File: src/rtl/vend_fsm_param.sv
// Parametrised vending controller: half/one coins, programmable price, change, stock and restock.
// Optional feature: define VEND_CANCEL_EN to make pi_cancel refund the credit.
module vend_fsm_param #(
   parameter int PRICE    = 5,
   parameter int CREDIT_W = 4,
   parameter int STOCK    = 8,
   parameter int STOCK_W  = 4
) (
   input  logic                sys_clk,
   input  logic                sys_rst,
   input  logic                pi_coin_half,
   input  logic                pi_coin_one,
   input  logic                pi_cancel,
   input  logic                pi_restock,
   output logic                po_cola,
   output logic [CREDIT_W-1:0] po_change,
   output logic                po_change_vld,
   output logic                po_soldout,
   output logic [CREDIT_W-1:0] po_credit,
   output logic [1:0]          fsm_state
);

   typedef enum logic [1:0] {
      IDLE    = 2'd0,
      PAY     = 2'd1,
      SOLDOUT = 2'd2
   } state_t;

   localparam logic [CREDIT_W-1:0] PRICE_C = CREDIT_W'(PRICE);
   localparam logic [STOCK_W-1:0]  STOCK_C = STOCK_W'(STOCK);
   localparam logic [STOCK_W-1:0]  ONE_C   = STOCK_W'(1);

   state_t              state_q, state_d;
   logic [CREDIT_W-1:0] credit_q, credit_d;
   logic [STOCK_W-1:0]  stock_q, stock_d;
   logic                cola_q, cola_d;
   logic [CREDIT_W-1:0] change_q, change_d;
   logic                vld_q, vld_d;
   logic [CREDIT_W-1:0] add, sum;
   logic                cancel_act;

`ifdef VEND_CANCEL_EN
   assign cancel_act = pi_cancel;
`else
   logic unused_cancel;
   assign unused_cancel = pi_cancel;
   assign cancel_act    = 1'b0;
`endif

   // {one, half} read as a binary number is exactly the half-unit value added.
   assign add = CREDIT_W'({pi_coin_one, pi_coin_half});
   assign sum = credit_q + add;

   always_ff @(posedge sys_clk) begin
      if (sys_rst) begin
         state_q  <= IDLE;
         credit_q <= '0;
         stock_q  <= STOCK_C;
         cola_q   <= 1'b0;
         change_q <= '0;
         vld_q    <= 1'b0;
      end else begin
         state_q  <= state_d;
         credit_q <= credit_d;
         stock_q  <= stock_d;
         cola_q   <= cola_d;
         change_q <= change_d;
         vld_q    <= vld_d;
      end
   end

   always_comb begin
      state_d  = state_q;
      credit_d = credit_q;
      stock_d  = stock_q;
      cola_d   = 1'b0;
      change_d = '0;
      vld_d    = 1'b0;
      case (state_q)
         IDLE, PAY: begin
            if (cancel_act) begin
               change_d = sum;
               vld_d    = (sum != '0);
               credit_d = '0;
               state_d  = IDLE;
            end else if (sum >= PRICE_C) begin
               cola_d   = 1'b1;
               change_d = sum - PRICE_C;
               vld_d    = (sum != PRICE_C);
               credit_d = '0;
               stock_d  = stock_q - ONE_C;
               state_d  = (stock_q == ONE_C) ? SOLDOUT : IDLE;
            end else if (sum != '0) begin
               credit_d = sum;
               state_d  = PAY;
            end
         end
         SOLDOUT: begin
            // Coins are never credited here; whatever arrives goes straight back.
            change_d = add;
            vld_d    = (add != '0);
         end
         default: state_d = IDLE;
      endcase
      // Restock wins over a same-cycle sell-out, so the machine lands in IDLE.
      if (pi_restock) begin
         stock_d = STOCK_C;
         if (state_d == SOLDOUT) state_d = IDLE;
      end
   end

   // po_change carries a value only in the cycle po_change_vld pulses; it is 0 otherwise.
   assign po_cola       = cola_q;
   assign po_change     = change_q;
   assign po_change_vld = vld_q;
   assign po_soldout    = (state_q == SOLDOUT);
   assign po_credit     = credit_q;
   assign fsm_state     = state_q;

endmodule

File: config.mk
export PLATFORM = sky130hd
export DESIGN_NAME = vend_fsm_param
export DESIGN_NICKNAME = d
export VERILOG_FILES = /design/src/rtl/vend_fsm_param.sv
export SDC_FILE = /design/constraint.sdc
export NUM_CORES = 1
export LEC_CHECK = 0
export CAP_MARGIN = 20
export CORE_MARGIN = 1.5
export CORE_UTILIZATION = 52
export DETAILED_ROUTE_END_ITERATION = 7
export GPL_ROUTABILITY_DRIVEN = 0
export PLACE_DENSITY = 0.81
export REMOVE_ABC_BUFFERS = 1
export SETUP_SLACK_MARGIN = 0.5
export SYNTH_ARGS = -nofsm -noshare
export SYNTH_HDL_FRONTEND = slang
export SYNTH_SLANG_ARGS = --single-unit
File: constraint.sdc
create_clock -name sys_clk -period 3.64 [get_ports sys_clk]
set_input_delay 0.364 -clock sys_clk [delete_from_list [all_inputs] [get_ports sys_clk]]
set_output_delay 0.364 -clock sys_clk [all_outputs]
set_load 0.1 [all_outputs]
# Word level (Yosys, flattened, before mapping)
# Cells that the tools add are included.
[word_totals]
wordCells = 38
in_bits = 6
register_bits = 16
output_inout_bits = 13
[classes]
bitwise_logic = 1
eq_ne = 5
magnitude_cmp = 1
mux = 13
addsub = 3
reduce_logical = 9
[ops]
columns = ["op", "n"]
rows = [
  ["4-bit 2-to-1 mux", 3],
  ["2-bit 2-to-1 mux", 5],
  ["4-bit case mux with 2 select lines", 1],
  ["4-bit nonzero test", 2],
  ["2-bit OR reduction", 3],
  ["4-bit by 2-bit adder with 4-bit output", 1],
  ["2-bit == test (second input constant)", 2],
  ["4-bit by 1-bit == test with 1-bit output (second input constant)", 1],
  ["4-bit by 3-bit >= comparator with 1-bit output (second input constant)", 1],
  ["4-bit by 3-bit != test with 1-bit output (second input constant)", 1],
  ["2-bit case mux with 2 select lines", 1],
  ["2-bit AND reduction", 2],
  ["4-bit by 1-bit subtractor with 4-bit output (second input constant)", 1],
  ["4-bit by 3-bit subtractor with 4-bit output (second input constant)", 1],
  ["2-bit by 1-bit == test with 1-bit output (second input constant)", 1],
  ["2-bit zero test", 1],
  ["1-bit 2-to-1 mux", 2],
  ["1-bit case mux with 2 select lines", 1],
  ["2-bit nonzero test", 1],
  ["1-bit inverter", 1],
]

# Longest topological paths before layout
# Gate-level depths: netlist (run 1).
[depth]
depth_word = 8
depth_mapped = 9
depth_no_buf = 8

# Worst setup path before layout (run 1)
# Ideal clock, no wire load.
[synth_timing]
path_type = "reg-to-reg"
startpoint = "reg credit_q[0] (netlist: po_credit[0])"
endpoint = "reg credit_q[1] (netlist: po_credit[1])"
setup_ns = 0.073
required_ns = 3.567
path_stages_with_launch = 9
path_buffers = 1
period_less_slack_ns = 3.147
slack_ns = 0.493
arrival_ns = 3.074
path_cell_list = "dfxtp_1 > ha_1 > fa_1 > inv_1 > ha_1 > buf_2 > or4b_2 > o2111ai_2 > mux2i_1"
[synth_between]
elab_chain_cells = 4
word_cells_on_any_way = 7
cone_classes = "1 x add/sub; 1 x order compare; 2 x mux; 3 x reduce/logical"
[synth_rtl]
columns = ["element", "line", "rtl"]
rows = [
  ["start: declaration", "34", "logic [CREDIT_W-1:0] credit_q, credit_d;"],
  ["start signal: assignment", "64", "credit_q <= credit_d;"],
  ["4-bit by 2-bit adder with 4-bit output (*)", "52", "assign sum = credit_q + add;"],
  ["4-bit by 3-bit >= comparator with 1-bit output or 4-bit nonzero test (tied branches)", "86, 93", ""],
  ["2-bit nonzero test (no source line)", "n/a", ""],
  ["2-bit AND reduction (no source line)", "n/a", ""],
]
# Mark *: on every way between the ends. The rest lies on a longest branch, timed or not. The select of a mux whose other input is x is not followed.
# A chain may end at the register's enable or synchronous reset.

# Worst setup path in the final report (run 1)
[layout_timing]
startpoint = "in pi_coin_half"
endpoint = "reg state_q[1] (netlist: fsm_state[1])"
[layout_between]
elab_chain_cells = 8
word_cells_on_any_way = 9
cone_classes = "1 x add/sub; 1 x order compare; 1 x eq/ne; 5 x mux; 1 x reduce/logical"
[layout_rtl]
columns = ["element", "line", "rtl"]
rows = [
  ["start: declaration", "11", "input logic pi_coin_half,"],
  ["4-bit by 2-bit adder with 4-bit output (*)", "52", ""],
  ["branches (longest 2 deep; another with 4-bit by 3-bit >= comparator with 1-bit output)", "n/a", ""],
  ["2-bit 2-to-1 mux (*)", "86", "end else if (sum >= PRICE_C) begin"],
  ["2-bit case mux with 2 select lines (*)", "79", "case (state_q)"],
  ["2-bit == test", "108", "if (state_d == SOLDOUT) state_d = IDLE;"],
  ["2-bit 2-to-1 mux", "108", ""],
  ["2-bit 2-to-1 mux (*)", "106", "if (pi_restock) begin"],
  ["end signal: assignment", "63", "state_q <= state_d;"],
  ["end: declaration", "33", "state_t state_q, state_d;"],
]
# Every way passes the cells marked *.

==> results.tsv, run 1 <==
stage	metric	value	unit
clocking	clock latency on the worst-skew pair	0.29	ns
sta	fin crit period	2.862	ns
finish	Fillers	152	
clocking	CTS tree	done	
worst_setup_path	reg2reg start	po_credit[0]	
worst_setup_path	worst reg2reg path endpoint	fsm_state[1]	
routing	drc violations	0	
worst_setup_path	CP Data Required Time	3.83	ns
routing	DRT iter0 DRCs	59	
sta	crit share post-route	78.62	%
run_status	status	finished, final reports clean	
clocking	Post-CTS Hold Fix Bufs	0	
sta	final setup TNS	0	ns
sta	RSZ-0062 raised after global routing	false	
power	P_leak	0.4979	nW
clocking	Clock Sinks	16	
routing	final WL	2.255	mm
clocking	Bufs on Longest Clock Path	2	
power	part of the power in registers	23.5	%
floorplanning	die area	2197	µm²
logic_synthesis	Post-synth EDFFs	0	
logic_synthesis	post-synth cell types	43	
logic_synthesis	Most used DFF post-synth	dfxtp_1	
grt	largest net degree at the start of global routing	17	
sta	Fin. Hold Viols	0	
sta	Final Setup Violations	0	
routing	first-pass detailed-route iteration total	4	
floorplanning	Core Rows	15	
power	Logic pwr share	66.2	%
routing	DR vias	928	
placed_design	Placed Cells	154	
floorplanning	Initial Util	56.74	%
logic_synthesis	Yosys top cell area share	32.00	%
grt	grt ovf	0	
worst_setup_path	CP max-delay cell	clkdlybuf4s50_1	
routing	Post-DRT Antenna Nets	0	
worst_setup_path	critical path type	primary input to flip-flop	
clocking	clock root cell	clkbuf_4	
finish	layout cells sized above 1	9.023	%
floorplanning	IO Pins	19	
logic_synthesis	Async SR Flop Fraction	0	%
finish	n_diodes	0	
worst_setup_path	worst reg2reg setup slack	1.00	ns
routing	Via-to-Cell Ratio	5.873	
sta	final slew viol count	0	
floorplanning	core box area	1764	µm²
finish	fin cells	158	
worst_setup_path	CP Data Arrival Time	3.06	ns
finish	final net count	147	
min_path	HP Class	flip-flop to flip-flop	
sta	Worst Skew	0.001003	ns
worst_setup_path	worst-path fanout max	8	
placed_design	# port buffers	17	
floorplanning	DIE HEIGHT	46.88	µm
power	clock network power share	10.3	%
min_path	Hold Path Cell Cnt	2	
grt	busiest grt layer	met2	
logic_synthesis	synth warn	0	
logic_synthesis	mapped cell area	1001	µm²
worst_setup_path	Worst Setup End Kind	flip-flop	
sta	worst rel slew slack	34.80	%
placed_design	HPWL Detailed	1.634	mm
power	Pwr Density	968.0	nW/µm²
min_path	Worst Hold End	stock_q[2]	
grt	initial antenna violation count	0	
routing	Routed wire per std cell	14.27	µm
logic_synthesis	Synth area leader	dfxtp_1	
logic_synthesis	post-synthesis register bit count	16	
grt	M3 GR Usage	5.000	%
grt	met2 Use GR	33.70	%
logic_synthesis	count leader, synth	dfxtp_1	
worst_setup_path	Worst path most repeated cell	ha_1	
grt	global-route wire length before repair	3.663	mm
power	sw power	0.6450	mW
clocking	Post-CTS Setup Bufs	0	
finish	Syn-to-layout area delta	21.50	%
sta	achievable clock frequency	349.5	MHz
clocking	cts repair resizes	0	
job	Max Cap Violations	0	
clocking	clk slew on worst S/H paths	0.10	ns
power	worst vdd ir	0.0006491	V
logic_synthesis	register area share after synthesis	32.00	%
clocking	H-tree levels	1	
logic_synthesis	top cells by area, synth	dfxtp_1 (32%), ha_1 (7.5%), mux2i_1 (5.0%), nand2_1 (3.4%), nor2_1 (3.4%)	
logic_synthesis	Mapped Avg Cell Area	8.629	µm²
grt	met1 Usage GRT	33.26	%
sta	worst slew pin tran	0.9750	ns
floorplanning	Die Wd	46.88	µm
worst_setup_path	CP cell instances	clkdlybuf4s50_1 > ha_1 > fa_1 > inv_1 > ha_1 > nor2b_1 > a2bb2oi_1 > a211oi_1 > o22a_1	
logic_synthesis	Post-synth top cells	dfxtp_1 (16), nand2_1 (9), nor2_1 (9), inv_1 (8)	
grt	number of global-route vias before repair	836	
worst_setup_path	Setup crit start kind	primary input	
worst_setup_path	CP max stage delay	0.51	ns
clocking	CTS buffer count	3	
logic_synthesis	Post-Synthesis Cells	116	
worst_setup_path	R2R depth	8	
grt	GRT Util Overall	23.43	%
power	Power Internal	0.5323	mW
min_path	min-delay src	stock_q[2]	
power	Sw Share	54.79	%
==> power by group through the flow <==
| stage | clock (mW) | sequential (mW) | combinational [mW] |
|---|---|---|---|
| floorplan | 0 | 0.574 | 0.318 |
| global placement | 0 | 0.278 | 0.757 |
| detailed placement | 0 | 0.281 | 0.771 |
| CTS | 0.120 | 0.276 | 0.776 |
| global route | 0.132 | 0.285 | 0.828 |
| finish | 0.121 | 0.277 | 0.779 |
==> stage by stage <==
stage	setup slack [ns]	cell area, µm²	utilization [%]	hold slack [ns]	power [mW]
5_1_grt	0.6456	1216	68.94	0.5237	1.246
6_report	0.7784	1216	68.94	0.5099	1.177
3_3_place_gp	0.5377	1180	66.88	0.4754	1.035
3_5_place_dp	0.4982	1180	66.88	0.4916	1.052
2_1_floorplan	0.5029	978.4	-	0.4331	0.8927
4_1_cts	0.7823	1216	68.94	0.5057	1.172
==> worst max-delay path, delay by kind of cell <==
kind / cells / cell delay [ns]
compound gates: 3 / 0.68
simple gates: 1 / 0.34
buf+inv: 2 / 0.62
fa+ha+maj: 3 / 1.05
==> sequential cells by signal, indices dropped and copies added, names as in the netlist <==
register       flops
po_change_vld      1
po_cola            1
fsm_state          2
po_credit          4
stock_q            4
po_change          4
==> layout by cell type, fill, tap and decap left out, types with 4 or more instances in the layout <==
master / Yosys / routed
dfxtp_1: 16 / 16
nand4_1: 4 / 4
a21oi_1: 6 / 6
o21ai_0: 4 / 4
clkdlybuf4s50_1: 0 / 17
nor2_1: 9 / 9
nand2_1: 9 / 9
ha_1: 6 / 6
mux2i_1: 5 / 5
inv_1: 8 / 8
==> worst max-delay path by stage <==
stage	startpoint	to	slack, ns	cells past startpoint
floorplan	po_credit[0]	po_credit[1]	0.50	7
detailed placement	pi_coin_half	po_credit[0]	0.50	8
finish	pi_coin_half	fsm_state[1]	0.78	9
global route	pi_coin_half	fsm_state[1]	0.65	9
global placement	pi_coin_half	fsm_state[1]	0.54	9
CTS	pi_coin_half	po_credit[0]	0.78	8
==> kinds of logic (layout without fill, tap and decap cells) <==
kind of cell	count (synthesis)	count (layout)	share of synthesized area (%)
fa+ha+maj	7	7	9.500
xor+xnor	3	3	2.625
compound gates	31	31	22.50
flops	16	16	32.00
simple gates	41	41	22.00
mux	6	6	6.125
buf+inv	12	29	5.250
==> routing by layer <==
metal,up-vias,routed length [µm]
met2,45,986
met5,-,0
li1,457,-
met3,7,169
met4,0,52
met1,419,1046
==> layout make-up <==
class	instances	area, µm²	share of cell area (%)
Sequential cell	16	320.3	26.34
Multi-Input combinational cell	88	628.1	51.65
Tap cell	25	31.28	2.572
Timing Repair Buffer	17	170.2	13.99
Inverter	8	30.03	2.469
Clock buffer	4	36.28	2.984
(Power assumes the default switching activity.)
==> run 2, diff against run 1 <==
--- a/config.mk
+++ b/config.mk
@@ -7,10 +7,10 @@
 export LEC_CHECK = 0
 export CAP_MARGIN = 20
 export CORE_MARGIN = 1.5
-export CORE_UTILIZATION = 52
+export CORE_UTILIZATION = 45
 export DETAILED_ROUTE_END_ITERATION = 7
 export GPL_ROUTABILITY_DRIVEN = 0
-export PLACE_DENSITY = 0.81
+export PLACE_DENSITY = 0.74
 export REMOVE_ABC_BUFFERS = 1
 export SETUP_SLACK_MARGIN = 0.5
 export SYNTH_ARGS = -nofsm -noshare
==> constraint.sdc (replaced) <==
create_clock -name sys_clk -period 2.4 [get_ports sys_clk]
set_input_delay 0.24 -clock sys_clk [delete_from_list [all_inputs] [get_ports sys_clk]]
set_output_delay 0.24 -clock sys_clk [all_outputs]
set_load 0.1 [all_outputs]
==> run 2 against run 1 <==
Against the previous run:
- utilization rose by 5.8 points
- die area rose by 15%
- clock power rose by 52%
==> results.tsv, run 2 (synthesis results as in run 1) <==
stage	metric	value	unit	change
run_status	status	finished, final reports clean		unchanged
grt	number of global-route vias before repair	1053		was 836
worst_setup_path	CP cell instances	ha_4 > fa_2 > inv_4 > ha_4 > buf_6 > o32ai_2 > a21oi_1 > a311oi_1		was clkdlybuf4s50_1 > ha_1 > fa_1 > inv_1 > ha_1 > nor2b_1 > a2bb2oi_1 > a211oi_1 > o22a_1
clocking	clock latency on the worst-skew pair	0.29	ns	about the same
sta	final slew viol count	0		unchanged
clocking	Bufs on Longest Clock Path	2		unchanged
finish	final design area excluding fillers	1510	µm²	was 1216 µm²
finish	final net count	169		was 147
worst_setup_path	CP Data Arrival Time	2.44	ns	was 3.06 ns
sta	worst rel slew slack	65.18	%	was 34.80%
finish	Syn-to-layout area delta	50.88	%	was 21.50%
worst_setup_path	Worst path most repeated cell	ha_4		was ha_1
power	worst vdd ir	0.001079	V	was 0.0006491 V
power	Power Internal	1.097	mW	was 0.5323 mW
power	Pwr Density	1503	nW/µm²	was 968.0 nW/µm²
sta	Worst Skew	0.003568	ns	was 0.001003 ns
clocking	Clock Sinks	16		unchanged
floorplanning	core box area	2022	µm²	was 1764 µm²
worst_setup_path	CP Data Required Time	2.59	ns	was 3.83 ns
sta	worst slew pin tran	0.5217	ns	was 0.9750 ns
routing	Routed wire per std cell	16.40	µm	was 14.27 µm
worst_setup_path	Worst Setup End Kind	flip-flop		unchanged
sta	fin crit period	2.248	ns	
power	clock network power share	8.1	%	was 10.3%
worst_setup_path	worst reg2reg setup slack	0.15	ns	was 1.00 ns
power	sw power	1.172	mW	was 0.6450 mW
finish	commonest non-fill, non-tap cells in the layout	buf_4 (33), dfxtp_1 (14), nor2_1 (9), nand2_1 (9), inv_1 (7)		was clkdlybuf4s50_1 (17), dfxtp_1 (16), nor2_1 (9), nand2_1 (9), inv_1 (8)
floorplanning	Die Wd	50.17	µm	was 46.88 µm
clocking	clock root cell	clkbuf_4		unchanged
floorplanning	IO Pins	19		unchanged
routing	DRT iter0 DRCs	44		was 59
clocking	H-tree levels	1		unchanged
finish	layout cells sized above 1	41.94	%	was 9.023%
power	Logic pwr share	72.9	%	was 66.2%
grt	global-route wire length before repair	4.705	mm	was 3.663 mm
clocking	CTS buffer count	3		unchanged
worst_setup_path	Setup crit start kind	flip-flop		was primary input
worst_setup_path	critical path type	flip-flop to flip-flop		was primary input to flip-flop
power	Final Power	2.270	mW	was 1.177 mW
finish	most common cell after layout, fill and taps aside	buf_4		was clkdlybuf4s50_1
clocking	Post-CTS Hold Fix Bufs	0		unchanged
power	part of the power in registers	19.0	%	was 23.5%
power	P_leak	0.6565	nW	was 0.4979 nW
routing	Via-to-Cell Ratio	5.824		was 5.873
placed_design	HPWL Detailed	1.858	mm	was 1.634 mm
sta	RSZ-0062 raised after global routing	true		was false
sta	Final Setup Violations	0		unchanged
floorplanning	Core Rows	16		was 15
placed_design	Place WS	-0.3411	ns	was 0.4982 ns
grt	grt ovf	0		unchanged
worst_setup_path	CP max-delay cell	fa_2		was clkdlybuf4s50_1
routing	Post-DRT Antenna Nets	0		unchanged
min_path	HP Class	flip-flop to flip-flop		unchanged
finish	fin cells	182		was 158
job	Max Cap Violations	0		unchanged
worst_setup_path	CP max stage delay	0.56	ns	was 0.51 ns
routing	final WL	2.985	mm	was 2.255 mm
routing	DR vias	1060		was 928
grt	initial antenna violation count	0		unchanged
sta	final setup TNS	0	ns	unchanged
sta	crit share post-route	93.68	%	
sta	Fin. Hold Viols	0		unchanged
finish	n_diodes	0		unchanged
clocking	clk slew on worst S/H paths	0.10	ns	about the same
grt	largest net degree at the start of global routing	17		unchanged
power	Sw Share	51.65	%	was 54.79%
placed_design	Placed Cells	173		was 154
placed_design	# port buffers	17		unchanged
worst_setup_path	worst-path fanout max	2		was 8
routing	drc violations	0		unchanged
worst_setup_path	Buf/Inv on CP	2		unchanged
floorplanning	die area	2517	µm²	was 2197 µm²
placed_design	placement-stage cell area	1277	µm²	was 1180 µm²
worst_setup_path	cell family with most CP delay	adder cells		unchanged
grt	GRT Util Overall	24.35	%	was 23.43%
floorplanning	Initial Util	49.50	%	was 56.74%
routing	first-pass detailed-route iteration total	4		unchanged
sta	achievable clock frequency	444.8	MHz	
sta	worst setup margin	0.1516	ns	was 0.7784 ns
floorplanning	DIE HEIGHT	50.17	µm	was 46.88 µm
clocking	CTS tree	done		unchanged
-- run 2: cell count changes in the layout (fill, tap and decap cells not counted), sizes merged --
cell,before,now
buf,0,35
clkdlybuf4s50,17,3
dlygate4sd2,0,1
-- run 2: final timing paths --
| check | from | endpoint | cells after the start |
|---|---|---|---|
| worst max-delay path | po_credit[0] | po_change_vld | 8 |
| worst min-delay path | stock_q[2] | stock_q[2] | 2 |
| worst max register to register | po_credit[0] | po_change_vld | 8 |
| worst min register to register | stock_q[2] | stock_q[2] | 2 |
-- run 2: metal layers --
layer | up-vias | wire [µm] | track usage (%)
li1 | 506 | - | -
met1 | 476 | 1240 | 31.03
met2 | 65 | 1388 | 40.57
met3 | 13 | 223 | 4.167
met4 | 0 | 133 | 9.722
met5 | - | 0 | 0
-- run 2: power groups by stage --
| stage | combinational, mW | clock [mW] | sequential, mW |
|---|---|---|---|
| floorplan | 0.483 | 0 | 0.871 |
| global placement | 1.28 | 0 | 0.425 |
| detailed placement | 1.30 | 0 | 0.429 |
| CTS | 1.46 | 0.181 | 0.430 |
| global route | 1.74 | 0.198 | 0.443 |
| finish | 1.65 | 0.184 | 0.431 |
-- run 2: tightest hold or removal path: stages (launching register included) --
cell	delay, ns
dfxtp_1	0.35
nand2_1	0.06
mux2i_1	0.06
-- run 2: repair_timing --
action | in CTS | in global routing
gates resized for setup | 23 | 11
endpoints found under the setup margin | 16 | 17
pin swaps | 11 | 9
buffers inserted | 2 | 3
-- run 2: area by class of cell --
cell class | instances | area [µm²]
fill | 148 | 511.7
sequential | 16 | 322.8
timing repair buffer | 39 | 309.0
tap | 27 | 33.78
clock buffer | 4 | 36.28
inverter | 8 | 32.53
multi-input combinational | 88 | 775.7
-- run 2: per-stage QoR --
step / utilization, % / hold WS (ns)
5_1_grt: 74.69 / 0.5533
6_report: 74.69 / 0.5080
2_1_floorplan: - / 0.3091
3_5_place_dp: 63.18 / 0.4954
4_1_cts: 70.85 / 0.5090
3_3_place_gp: 63.18 / 0.4763
==> run 3, diff against run 2 <==
--- a/config.mk
+++ b/config.mk
@@ -5,7 +5,6 @@
 export SDC_FILE = /design/constraint.sdc
 export NUM_CORES = 1
 export LEC_CHECK = 0
-export CAP_MARGIN = 20
 export CORE_MARGIN = 1.5
 export CORE_UTILIZATION = 45
 export DETAILED_ROUTE_END_ITERATION = 7
==> results of run 3 <==
Same layout as run 2: the final DEF is identical, and so are final timing and power.
